$ cat config.mk
export PLATFORM = sky130hd
export DESIGN_NAME = fsk_symbol_scheduler
export DESIGN_NICKNAME = d
export VERILOG_FILES = /design/src/rtl/fsk_symbol_scheduler_pkg.sv /design/src/rtl/fsk_sym_fifo.sv /design/src/rtl/fsk_symbol_scheduler.sv
export SDC_FILE = /design/constraint.sdc
export NUM_CORES = 1
export LEC_CHECK = 0
export CAP_MARGIN = 10
export CELL_PAD_IN_SITES_DETAIL_PLACEMENT = 0
export CELL_PAD_IN_SITES_GLOBAL_PLACEMENT = 1
export CORE_MARGIN = 10
export CORE_UTILIZATION = 52
export CTS_CLUSTER_DIAMETER = 120
export CTS_CLUSTER_SIZE = 28
export DETAILED_ROUTE_END_ITERATION = 10
export PLACE_DENSITY = 0.86
export SYNTH_ARGS = -nofsm -noshare
export SYNTH_HDL_FRONTEND = slang
export SYNTH_SLANG_ARGS = --single-unit
$ cat constraint.sdc
create_clock -name clk -period 7.6 [get_ports clk]
set_clock_uncertainty 0.1 [all_clocks]
set_input_delay 1.9 -clock clk [delete_from_list [all_inputs] [get_ports clk]]
set_output_delay 1.9 -clock clk [all_outputs]
set_load 0.02 [all_outputs]
$ cat src/rtl/fsk_symbol_scheduler_pkg.sv
// Shared types and helpers for the FSK symbol scheduler.
package fsk_pkg;

  localparam logic [1:0] MODE_2FSK  = 2'd0;
  localparam logic [1:0] MODE_4FSK  = 2'd1;
  localparam logic [1:0] MODE_8FSK  = 2'd2;
  localparam logic [1:0] MODE_16FSK = 2'd3;

  typedef enum logic [1:0] {IDLE, START, PREAMBLE, PAYLOAD} state_e;

  typedef struct packed {
    logic       last;
    logic [3:0] data;
  } fifo_entry_t;

  // Highest symbol index (M-1) for an M-ary mode.
  function automatic logic [3:0] mode_mask(input logic [1:0] mode);
    case (mode)
      MODE_2FSK: return 4'h1;
      MODE_4FSK: return 4'h3;
      MODE_8FSK: return 4'h7;
      default:   return 4'hF;
    endcase
  endfunction

endpackage

$ cat src/rtl/fsk_sym_fifo.sv
// Symbol FIFO: {last,data} entries, power-of-2 depth, flush overrides push/pop.
module fsk_sym_fifo
  import fsk_pkg::*;
#(
  parameter int DEPTH = 8
) (
  input  logic        clk,
  input  logic        reset_n,
  input  logic        push_i,
  input  logic        pop_i,
  input  logic        flush_i,
  input  fifo_entry_t din_i,
  output fifo_entry_t dout_o,
  output logic        full_o,
  output logic        empty_o
);

  localparam int AW = $clog2(DEPTH);

  logic [AW-1:0] wr_ptr_q, rd_ptr_q;
  logic [AW:0]   count_q;
  fifo_entry_t   mem_q [DEPTH];
  logic          do_push, do_pop;

  assign full_o  = (count_q == (AW+1)'(DEPTH));
  assign empty_o = (count_q == '0);
  assign do_push = push_i && !full_o;
  assign do_pop  = pop_i && !empty_o;
  assign dout_o  = mem_q[rd_ptr_q];

  always_ff @(posedge clk or negedge reset_n) begin
    if (!reset_n) begin
      wr_ptr_q <= '0;
      rd_ptr_q <= '0;
      count_q  <= '0;
    end else if (flush_i) begin
      wr_ptr_q <= '0;
      rd_ptr_q <= '0;
      count_q  <= '0;
    end else begin
      if (do_push) wr_ptr_q <= wr_ptr_q + AW'(1);
      if (do_pop)  rd_ptr_q <= rd_ptr_q + AW'(1);
      count_q <= count_q + (AW+1)'(do_push) - (AW+1)'(do_pop);
    end
  end

  always_ff @(posedge clk) begin
    if (do_push && !flush_i) mem_q[wr_ptr_q] <= din_i;
  end

endmodule

$ cat src/rtl/fsk_symbol_scheduler.sv
// Frame sequencer for the FSK modem: start pulse, alternating preamble,
// then one masked FIFO symbol per symbol period.
module fsk_symbol_scheduler
  import fsk_pkg::*;
#(
  parameter int SYMBOL_CYCLES = 100,
  parameter int START_CYCLES  = 2,
  parameter int PREAMBLE_LEN  = 4,
  parameter int FIFO_DEPTH    = 8
) (
  input  logic       clk,
  input  logic       reset_n,
  input  logic       enable,
  input  logic       abort,
  input  logic [1:0] mode,
  input  logic       in_valid,
  output logic       in_ready,
  input  logic [3:0] in_data,
  input  logic       in_last,
  output logic       mod_start,
  output logic [3:0] mod_data,
  output logic       sym_strobe,
  output logic       busy,
  output logic       underrun
);

  localparam int CMAX = (SYMBOL_CYCLES > START_CYCLES) ? SYMBOL_CYCLES : START_CYCLES;
  localparam int CW   = $clog2(CMAX + 1);
  localparam int PW   = $clog2(PREAMBLE_LEN + 2);

  state_e        state_q, state_d;
  logic [CW-1:0] cnt_q, cnt_d;
  logic [PW-1:0] pre_q, pre_d;
  logic [1:0]    mode_q, mode_d;
  logic [3:0]    data_q, data_d;
  logic          start_q, start_d, strobe_q, strobe_d, busy_q, busy_d;
  logic          unr_q, unr_d, last_q, last_d;

  fifo_entry_t   fifo_din, fifo_dout;
  logic          fifo_full, fifo_empty, fifo_push, fifo_pop;
  logic          start_done, sym_wrap, pre_done, bnd, pay_step, pre_step, end_step;

  assign fifo_din  = '{last: in_last, data: in_data};
  assign in_ready  = !fifo_full;
  assign fifo_push = in_valid && !fifo_full && !abort;

  fsk_sym_fifo #(.DEPTH(FIFO_DEPTH)) u_fifo (
    .clk     (clk),
    .reset_n (reset_n),
    .push_i  (fifo_push),
    .pop_i   (fifo_pop),
    .flush_i (abort),
    .din_i   (fifo_din),
    .dout_o  (fifo_dout),
    .full_o  (fifo_full),
    .empty_o (fifo_empty)
  );

  // One shared counter times both the start pulse and the symbol period.
  assign start_done = (cnt_q == CW'(START_CYCLES - 1));
  assign sym_wrap   = (cnt_q == CW'(SYMBOL_CYCLES - 1));
  assign pre_done   = (pre_q == PW'(PREAMBLE_LEN));
  assign bnd        = ((state_q == START) && start_done) ||
                      (((state_q == PREAMBLE) || (state_q == PAYLOAD)) && sym_wrap);
  assign pay_step   = bnd && ((state_q == PAYLOAD) ||
                              ((state_q == PREAMBLE) && pre_done) ||
                              ((state_q == START) && (PREAMBLE_LEN == 0)));
  assign pre_step   = bnd && !pay_step;
  assign end_step   = (state_q == PAYLOAD) && sym_wrap && last_q;
  assign fifo_pop   = pay_step && !end_step && !fifo_empty && !abort;

  always_ff @(posedge clk or negedge reset_n) begin
    if (!reset_n) begin
      state_q  <= IDLE;
      cnt_q    <= '0;
      pre_q    <= '0;
      mode_q   <= '0;
      data_q   <= '0;
      start_q  <= 1'b0;
      strobe_q <= 1'b0;
      busy_q   <= 1'b0;
      unr_q    <= 1'b0;
      last_q   <= 1'b0;
    end else begin
      state_q  <= state_d;
      cnt_q    <= cnt_d;
      pre_q    <= pre_d;
      mode_q   <= mode_d;
      data_q   <= data_d;
      start_q  <= start_d;
      strobe_q <= strobe_d;
      busy_q   <= busy_d;
      unr_q    <= unr_d;
      last_q   <= last_d;
    end
  end

  always_comb begin
    state_d = state_q;
    if (abort) begin
      state_d = IDLE;
    end else begin
      case (state_q)
        IDLE:     if (enable && !fifo_empty) state_d = START;
        START:    if (start_done) state_d = (PREAMBLE_LEN == 0) ? PAYLOAD : PREAMBLE;
        PREAMBLE: if (sym_wrap && pre_done) state_d = PAYLOAD;
        PAYLOAD:  if (end_step) state_d = IDLE;
        default:  state_d = IDLE;
      endcase
    end
  end

  always_comb begin
    cnt_d    = cnt_q;
    pre_d    = pre_q;
    mode_d   = mode_q;
    data_d   = data_q;
    unr_d    = unr_q;
    last_d   = last_q;
    strobe_d = 1'b0;
    start_d  = (state_d == START);
    busy_d   = (state_d != IDLE);
    if (state_q == IDLE) begin
      if (state_d == START) begin
        mode_d = mode;
        unr_d  = 1'b0;
        last_d = 1'b0;
        cnt_d  = '0;
        pre_d  = '0;
      end
    end else begin
      cnt_d = bnd ? '0 : cnt_q + CW'(1);
      if (pre_step) begin
        data_d   = pre_q[0] ? mode_mask(mode_q) : 4'h0;
        strobe_d = 1'b1;
        pre_d    = pre_q + PW'(1);
      end else if (pay_step && !end_step && !abort) begin
        // An empty FIFO at a boundary holds the previous symbol.
        if (!fifo_empty) begin
          data_d   = fifo_dout.data & mode_mask(mode_q);
          last_d   = fifo_dout.last;
          strobe_d = 1'b1;
        end else begin
          unr_d = 1'b1;
        end
      end
    end
    if (state_d == IDLE) begin
      data_d   = 4'h0;
      strobe_d = 1'b0;
    end
  end

  assign mod_start  = start_q;
  assign mod_data   = data_q;
  assign sym_strobe = strobe_q;
  assign busy       = busy_q;
  assign underrun   = unr_q;

endmodule

==> results of run 1 <==
[path summary, 6_finish.rpt]
kind                                               endpoint  slack [ns]  cells after the start
worst max-delay path            u_fifo.count_q[1]$_DFF_PN0_        3.43                      9
worst min-delay path                   pre_q[2]$_DFFE_PN0P_        0.42                      1
worst max register to register  u_fifo.count_q[1]$_DFF_PN0_        4.69                     11
worst min register to register         pre_q[2]$_DFFE_PN0P_        0.42                      1
max in group asynchronous           mod_data[1]$_DFFE_PN0P_        5.23                      2
min in group asynchronous              cnt_q[6]$_DFFE_PN0P_        1.86                      2
[metal layers]
metal | track usage | vias up
met5 | 0 | -
met4 | 0.0772 | 0
met3 | 0.0327 | 10
met2 | 0.208 | 32
met1 | 0.159 | 1027
li1 | - | 1018
[cell type report]
type	count	area share
clock buffer	9	0.0320
timing repair buffer	21	0.0536
multi-input combinational	168	0.332
inverter	13	0.0139
clock inverter	7	0.0213
tap	77	0.0249
sequential	73	0.523
[cell usage in the layout (no fill, tap or decap), types with 9 or more instances in the layout]
cell type        synthesis  layout
edfxtp_1                40      40
dfrtp_1                 33      33
nand2_1                 21      21
clkdlybuf4s50_1          0      20
nor2_1                  17      17
inv_1                   12      12
a21oi_1                 12      12
ha_1                    12      12
nand3_1                 10      10
mux2i_1                 10      10
clkbuf_8                 3       9
[sequential cells by signal, indices dropped and copies added (netlist names), 3 cells and up]
signal / flops
cnt_q: 7
pre_q: 3
u_fifo.rd_ptr_q: 3
mod_data: 4
u_fifo.count_q: 4
u_fifo.wr_ptr_q: 3
u_fifo.mem_q: 40
[metrics by stage]
step                total power, mW  utilization  area (µm²)
floorplan                     0.681            -        3440
global placement              0.749        0.575        3670
detailed placement            0.756        0.575        3670
CTS                            1.07        0.607        3880
global route                   1.13        0.607        3880
finish                         1.06        0.607        3880
[logic make-up after synthesis]
logic type | count (synthesis)
compound gates | 48
xor+xnor | 6
fa+ha+maj | 13
buf+inv | 20
flops | 73
mux | 19
simple gates | 82
[power by group]
| part | internal (mW) | leakage (nW) | switching, mW |
|---|---|---|---|
| sequential | 0.462 | 0.809 | 0.0428 |
| clock | 0.157 | 0.0988 | 0.160 |
| combinational | 0.104 | 0.576 | 0.135 |
| total | 0.723 | 1.48 | 0.338 |
==> impl_metrics.json, run 1 <==
{
  "avgRoutedWirePerCell_um": 17.2,
  "met1_length_um": 2940,
  "synth_compound_area_frac": 0.104,
  "drc": 0,
  "critPathBufInv": 3,
  "wl_met2_um": 3060,
  "die_h_um": 101,
  "synthArstFlopShare": 0.452,
  "slowest_delay_ns": 0.66,
  "gp_congestion": 0.854,
  "slew_violations": 0,
  "hpwl_um": 4500,
  "p_per_area_nw_per_um2": 274,
  "yosysTopAreaCellShare": 0.349,
  "worst_pin_slew_ns": 0.884,
  "path_cells": "clkdlybuf4s50_1, a2111oi_4, nand2_4, clkinv_4, ha_1, inv_1, ha_1, fa_1, nor2b_1",
  "highest_layer": "met4",
  "finalSetupViolCount": 0,
  "end_kind": "flip-flop",
  "numCtsBuffers": 9,
  "reg2reg_from": "pre_q[0]$_DFFE_PN0P_",
  "min_period_over_period": 0.549,
  "place_ws_ns": 3.09,
  "critPathSlowestCell": "clkdlybuf4s50_1",
  "cts_tree": "done",
  "synth_cell_types": 60,
  "hold_start": "pre_q[2]$_DFFE_PN0P_",
  "seq_area_um2": 2030,
  "ant_nets": 0,
  "fin_cells": 368,
  "synth_xor_area_frac": 0.0153,
  "synth_top_area_cell": "edfxtp_1",
  "netlist_top_cells_count": "40 x edfxtp_1, 33 x dfrtp_1, 21 x nand2_1, 17 x nor2_1",
  "cts-root-buf": "clkbuf_8",
  "dieArea_um2": 10300,
  "clockBufferDepth": 2,
  "path_common_cell": "ha_1",
  "rsz0062_at_grt": "false",
  "synth_top_family_by_area": "simple AND/OR/NAND/NOR gates",
  "port_buffers": 20,
  "placedCellCount": 352,
  "crit_family": "adder cells",
  "n_fill_cell": 508,
  "routed_wl_um": 6340,
  "seq_area_frac_synth": 0.590,
  "period_minus_slack_ns": 4.17,
  "ir_drop_v": 0.000201,
  "syn_avg_cell_area_um2": 13.2,
  "ctsHtreeMaxLevel": 3,
  "synth_ff_type": "edfxtp_1",
  "die_width_um": 101,
  "grt_usage": 0.131,
  "yosys_warnings": 0,
  "first_iter_violations": 80,
  "dr.pass1.iters": 4,
  "core.rowCount": 29,
  "run_status": "complete, no violations",
  "setup_tns_ns": 0,
  "yosys-top-cells-area": "edfxtp_1 35%, dfrtp_1 24%, ha_1 4.4%",
  "yosysMostFrequentCell": "edfxtp_1",
  "synth_edf_count": 40,
  "hold_slack_ns": 0.421,
  "worst_ep_required_time_ns": 7.72,
  "clk_pin_slew_ns": 0.09,
  "clkSinkCount": 73,
  "ys_ff_latch": 73,
  "path_max_fanout": 12,
  "worstSetupPathType": "in -> reg",
  "grt_overflow": 0,
  "fin_nets": 311,
  "arrival_ns": 4.29,
  "synthAdderAreaFrac": 0.0495,
  "power_leakage_nw": 1.48,
  "drive_above_1_share": 0.155,
  "fmax_ghz": 0.240,
  "grt_pass1_vias": 2094,
  "syn_inst": 261,
  "synth_fp_nets": 286,
  "grt_antenna_before_repair": 0,
  "slew_headroom": 0.406,
  "viasPerCell": 5.67,
  "timing.final.ws_setup_ns": 3.43,
  "yosys-mux-area-fraction": 0.0783,
  "cap_violations": 0,
  "syn_area_um2": 3440,
  "hold_violations": 0,
  "coreArea_um2": 6390,
  "grt_pass1_wl_um": 10500,
  "ios": 21,
  "num_antenna_cells": 0,
  "grt_max_degree": 34,
  "synthToLayoutAreaGrowth_pct": 12.8,
  "cts_resized": 0,
  "crit_start": "abort",
  "worst_hold_path_type": "reg -> reg",
  "worstSkewPairLatency_ns": 0.35,
  "hold_buffers": 0,
  "start_util": 0.538,
  "multi_input_comb_area_um2": 1280,
  "dr_total_vias": 2087,
  "met3_length_um": 219,
  "post-cts-setup-buffer-count": 0,
  "synth_simple_gate_area_share": 0.127,
  "start_kind": "primary input"
}
Power figures use the tool's default switching activity.
==> run 2: changes to the inputs <==
CORE_UTILIZATION = 44   (was 52)
PLACE_DENSITY = 0.78   (was 0.86)
clock period = 3.55 ns   (was 7.6 ns; I/O delays follow)
==> run 2 against run 1 <==
  * Cell area rose by 0.77%
  * Clock power rose by 86%
  * Global-route usage fell by 1.6 points
  * Critical endpoint is now in_ready
  * Largest power group unchanged
  * Highest routed layer unchanged
==> impl_metrics.json, run 2 (same netlist as run 1, synthesis figures left out) <==
{
  "start_kind": "flip-flop",
  "worst_hold_path_type": "reg -> reg",
  "power.share.clock": 0.270,
  "end_kind": "primary output",
  "wl_met2_um": 3060,
  "r2r_end": "u_fifo.count_q[1]$_DFF_PN0_",
  "die_h_um": 108,
  "grt_overflow": 0,
  "worstSkewPairLatency_ns": 0.34,
  "drc": 0,
  "period_minus_slack_ns": 3.01,
  "highest_layer": "met4",
  "placedCellCount": 380,
  "total_switching_power_uw": 714,
  "routed_wl_um": 6300,
  "dieArea_um2": 11700,
  "grt_pass1_vias": 2161,
  "critPathBufInv": 2,
  "n_fill_cell": 667,
  "cap_violations": 0,
  "ir_drop_v": 0.000278,
  "slew_headroom": 0.467,
  "layout_common_cells": "40 x edfxtp_1, 33 x dfrtp_1, 21 x nand2_1, 20 x clkdlybuf4s50_1, 17 x nor2_1",
  "met3_length_um": 203,
  "path_max_fanout": 4,
  "cellInternalPower_mw": 1.48,
  "worst_pin_slew_ns": 0.797,
  "clkSinkCount": 73,
  "met1_length_um": 2980,
  "top_register": "u_fifo.mem_q",
  "finalSetupViolCount": 0,
  "rsz0062_at_grt": "false",
  "r2r_setup_slack_ns": 0.70,
  "setup_tns_ns": 0,
  "multi_input_comb_area_um2": 1280,
  "run_status": "complete, no violations",
  "power_leakage_nw": 1.49,
  "min_to": "pre_q[2]$_DFFE_PN0P_",
  "cts_tree": "done",
  "hold_slack_ns": 0.402,
  "seq_power_share": 0.493,
  "avgRoutedWirePerCell_um": 15.9,
  "numCtsBuffers": 9,
  "core.rowCount": 32,
  "grt_pass1_wl_um": 10600,
  "ctsHtreeMaxLevel": 3,
  "grt_antenna_before_repair": 0,
  "arrival_ns": 2.02,
  "slowest_delay_ns": 0.57,
  "dr.pass1.iters": 4,
  "synthToLayoutAreaGrowth_pct": 13.7,
  "post-route-util": 0.511,
  "layout_top_registers": "u_fifo.mem_q x40, cnt_q x7",
  "num_antenna_cells": 0,
  "slew_violations": 0,
  "hold_buffers": 0,
  "min_period_over_period": 0.849,
  "reg2reg_from": "pre_q[0]$_DFFE_PN0P_",
  "first_iter_violations": 74,
  "grt_usage": 0.115,
  "gp_congestion": 0.817,
  "viasPerCell": 5.24,
  "ant_nets": 0,
  "crit_family": "buffers and inverters",
  "swShare": 0.325,
  "clockBufferDepth": 2,
  "hold_start": "pre_q[2]$_DFFE_PN0P_",
  "pwr-share-comb": 0.237,
  "grt_max_degree": 34,
  "drive_above_1_share": 0.163,
  "coreArea_um2": 7650,
  "p_per_area_nw_per_um2": 562,
  "fin_nets": 314,
  "fmax_ghz": 0.332,
  "start_util": 0.449,
  "hold_depth": 1,
  "fin_cells": 396,
  "cts-root-buf": "clkbuf_8",
  "die_width_um": 108,
  "hold_violations": 0,
  "hpwl_um": 4510,
  "dr_total_vias": 2074,
  "seq_area_um2": 2030,
  "reg2reg_depth": 11,
  "worstSetupPathType": "reg -> out",
  "final_common_cell": "edfxtp_1",
  "critPathSlowestCell": "clkdlybuf4s50_1",
  "port_buffers": 20,
  "largest_reg_flops": 40,
  "ios": 21,
  "clk_pin_slew_ns": 0.08,
  "path_cells": "inv_1, ha_1, or3b_2, clkdlybuf4s50_1",
  "worst_ep_required_time_ns": 2.56,
  "cts_resized": 0,
  "post-cts-setup-buffer-count": 0
}
==> run 2: changes by cell type in the layout (fill, tap and decap cells not counted), sizes merged <==
| cell | change |
|---|---|
| buf | +3 |
| bufinv | -1 |
| clkinv | +1 |
==> run 2: area by class of cell <==
cell class / count / area share
flip-flops and latches: 73 / 0.519
multi-input cells: 168 / 0.329
repair buffers: 24 / 0.0589
well taps: 102 / 0.0327
inverters: 13 / 0.0138
clock buffers: 9 / 0.0317
clock inverters: 7 / 0.0151
==> run 2: through the flow <==
step | cell area, µm² | power [mW] | setup WS, ns
6_report | 3910 | 2.19 | 0.538
5_1_grt | 3910 | 2.34 | 0.428
4_1_cts | 3910 | 2.22 | 0.506
3_5_place_dp | 3720 | 1.62 | 0.376
3_3_place_gp | 3720 | 1.61 | 0.410
2_1_floorplan | 3440 | 1.46 | 0.917
==> run 2: worst max-delay path by stage <==
stage,startpoint,to,slack (ns),depth (start not counted)
after floorplan,cnt_q[2]$_DFFE_PN0P_,u_fifo.count_q[1]$_DFF_PN0_,0.92,9
after global placement,abort,u_fifo.count_q[1]$_DFF_PN0_,0.41,9
after detailed placement,abort,u_fifo.count_q[1]$_DFF_PN0_,0.38,9
after CTS,u_fifo.count_q[2]$_DFF_PN0_,in_ready,0.51,4
after global routing,u_fifo.count_q[2]$_DFF_PN0_,in_ready,0.43,4
final,u_fifo.count_q[2]$_DFF_PN0_,in_ready,0.54,4
==> run 2: metal layers <==
metal | global-route usage | vias to the layer above
li1 | - | 1023
met4 | 0.0311 | 0
met2 | 0.184 | 28
met1 | 0.145 | 1018
met3 | 0.0416 | 5
met5 | 0 | -
==> run 2: power groups by stage <==
stage / clock network [mW] / logic [mW] / registers, mW
floorplan: 0 / 0.377 / 1.08
global placement: 0 / 0.516 / 1.09
detailed placement: 0 / 0.524 / 1.10
CTS: 0.611 / 0.530 / 1.08
global route: 0.650 / 0.590 / 1.10
finish: 0.593 / 0.521 / 1.08
==> variant: new RTL, flow settings as in run 2 <==
Put one more register stage on the output `underrun`, cleared by the reset. The value now appears one clock later. The other outputs are not delayed to match.
--- a/src/rtl/fsk_symbol_scheduler.sv
+++ b/src/rtl/fsk_symbol_scheduler.sv
@@ -156,5 +156,11 @@
   assign sym_strobe = strobe_q;
   assign busy       = busy_q;
-  assign underrun   = unr_q;
+  always_ff @(posedge clk or negedge reset_n) begin
+    if (!reset_n) begin
+      underrun <= '0;
+    end else begin
+      underrun <= unr_q;
+    end
+  end
 
 endmodule
Check against the original RTL: no difference found for any inputs over 10 cycles, from zero or initial values and one cycle with reset_n low; that may be too few to reach the edited logic, so the function may still have changed.
==> variant against run 2 <==
Total power increased by 1.7%. Cell area is 0.83% higher. Global-route usage fell by 0.11 points. First-iteration DRC count decreased by 14%. Worst hold slack got worse by 110 ps. Final cell count rose by 0.25%. Sequential cell count increased by 1. Area after synthesis grew 0.73%. Die area up 0.60%. Setup slack worse by 16 ps. Utilization up 0.16 points. Wire length shrank 1.5%.
==> variant: results (changes against run 2) <==
<table>
<tr><th>Metric</th><th>Value</th></tr>
<tr><th colspan="2">Yosys</th></tr>
<tr><td>Share of cell area taken by muxes after synthesis</td><td>7.77% (was 7.83%)</td></tr>
<tr><td>Async S/R FF share, synth</td><td>45.9% (was 45.2%)</td></tr>
<tr><td>Post-Syn Instances</td><td>262 (was 261)</td></tr>
<tr><td>Leading cell types by total area after synthesis</td><td>sky130_fd_sc_hd__edfxtp_1 (35%), sky130_fd_sc_hd__dfrtp_1 (25%), sky130_fd_sc_hd__ha_1 (4.3%) (was sky130_fd_sc_hd__edfxtp_1 (35%), sky130_fd_sc_hd__dfrtp_1 (24%), sky130_fd_sc_hd__ha_1 (4.4%))</td></tr>
<tr><td>Post-synthesis compound-gate area fraction</td><td>10.3% (was 10.4%)</td></tr>
<tr><td>Xor/xnor cell area share of the yosys netlist</td><td>1.52% (was 1.53%)</td></tr>
<tr><td>Synthesized cell area</td><td>3460 sq um (was 3440 sq um)</td></tr>
<tr><th colspan="2">Run status</th></tr>
<tr><td>Result of the run</td><td>finished clean (unchanged)</td></tr>
<tr><th colspan="2">Final layout</th></tr>
<tr><td>Fin util</td><td>51.2% (was 51.1%)</td></tr>
<tr><td>FILL cells</td><td>685 (was 667)</td></tr>
<tr><td>Sequential share of cell area</td><td>52.1% (was 51.9%)</td></tr>
<tr><td>Multi-input gate share of total cell area</td><td>32.6% (was 32.9%)</td></tr>
<tr><td>Share of cells above drive strength 1</td><td>16.3% (about the same)</td></tr>
<tr><td>Clock-cell share</td><td>4.83% (was 4.68%)</td></tr>
<tr><th colspan="2">Worst hold path</th></tr>
<tr><td>Worst hold start</td><td>unr_q$_DFFE_PN0P_ (was pre_q[2]$_DFFE_PN0P_)</td></tr>
<tr><th colspan="2">Placed design</th></tr>
<tr><td>Half-perimeter wire length after detailed placement</td><td>4590 um (was 4510 um)</td></tr>
<tr><td>Total placed cells including tap cells</td><td>381 (was 380)</td></tr>
<tr><td>Routability congestion estimate</td><td>0.780 (was 0.817)</td></tr>
<tr><th colspan="2">Drt</th></tr>
<tr><td>Post-detailed-routing wire length</td><td>6200 um (was 6300 um)</td></tr>
<tr><th colspan="2">Power and ir drop</th></tr>
<tr><td>Leakage</td><td>1.51 nW (was 1.49 nW)</td></tr>
</table>
-- variant: logic make-up after synthesis --
kind of cell,Yosys count
muxes,19
AOI/OAI and AO/OA,48
DFF,74
buffers and inverters,20
xor gates and xnor gates,6
and+or+nand+nor,82
adders and majority gates,13
-- variant: worst min-delay path by stage --
| stage | end | slack (ps) | depth (start not counted) |
|---|---|---|---|
| CTS | underrun$_DFF_PN0_ | 290 | 0 |
| global route | underrun$_DFF_PN0_ | 320 | 0 |
| finish | underrun$_DFF_PN0_ | 290 | 0 |
| global placement | underrun$_DFF_PN0_ | 270 | 0 |
| detailed placement | underrun$_DFF_PN0_ | 270 | 0 |
| floorplan | underrun$_DFF_PN0_ | 250 | 0 |
-- variant: metal layers --
layer	wire (um)	vias to the layer above	global-route usage, %
met2	3040	37	18.8
met1	2810	1007	13.8
met3	279	7	3.95
li1	-	1028	-
met4	68	0	3.67
met5	0	-	0
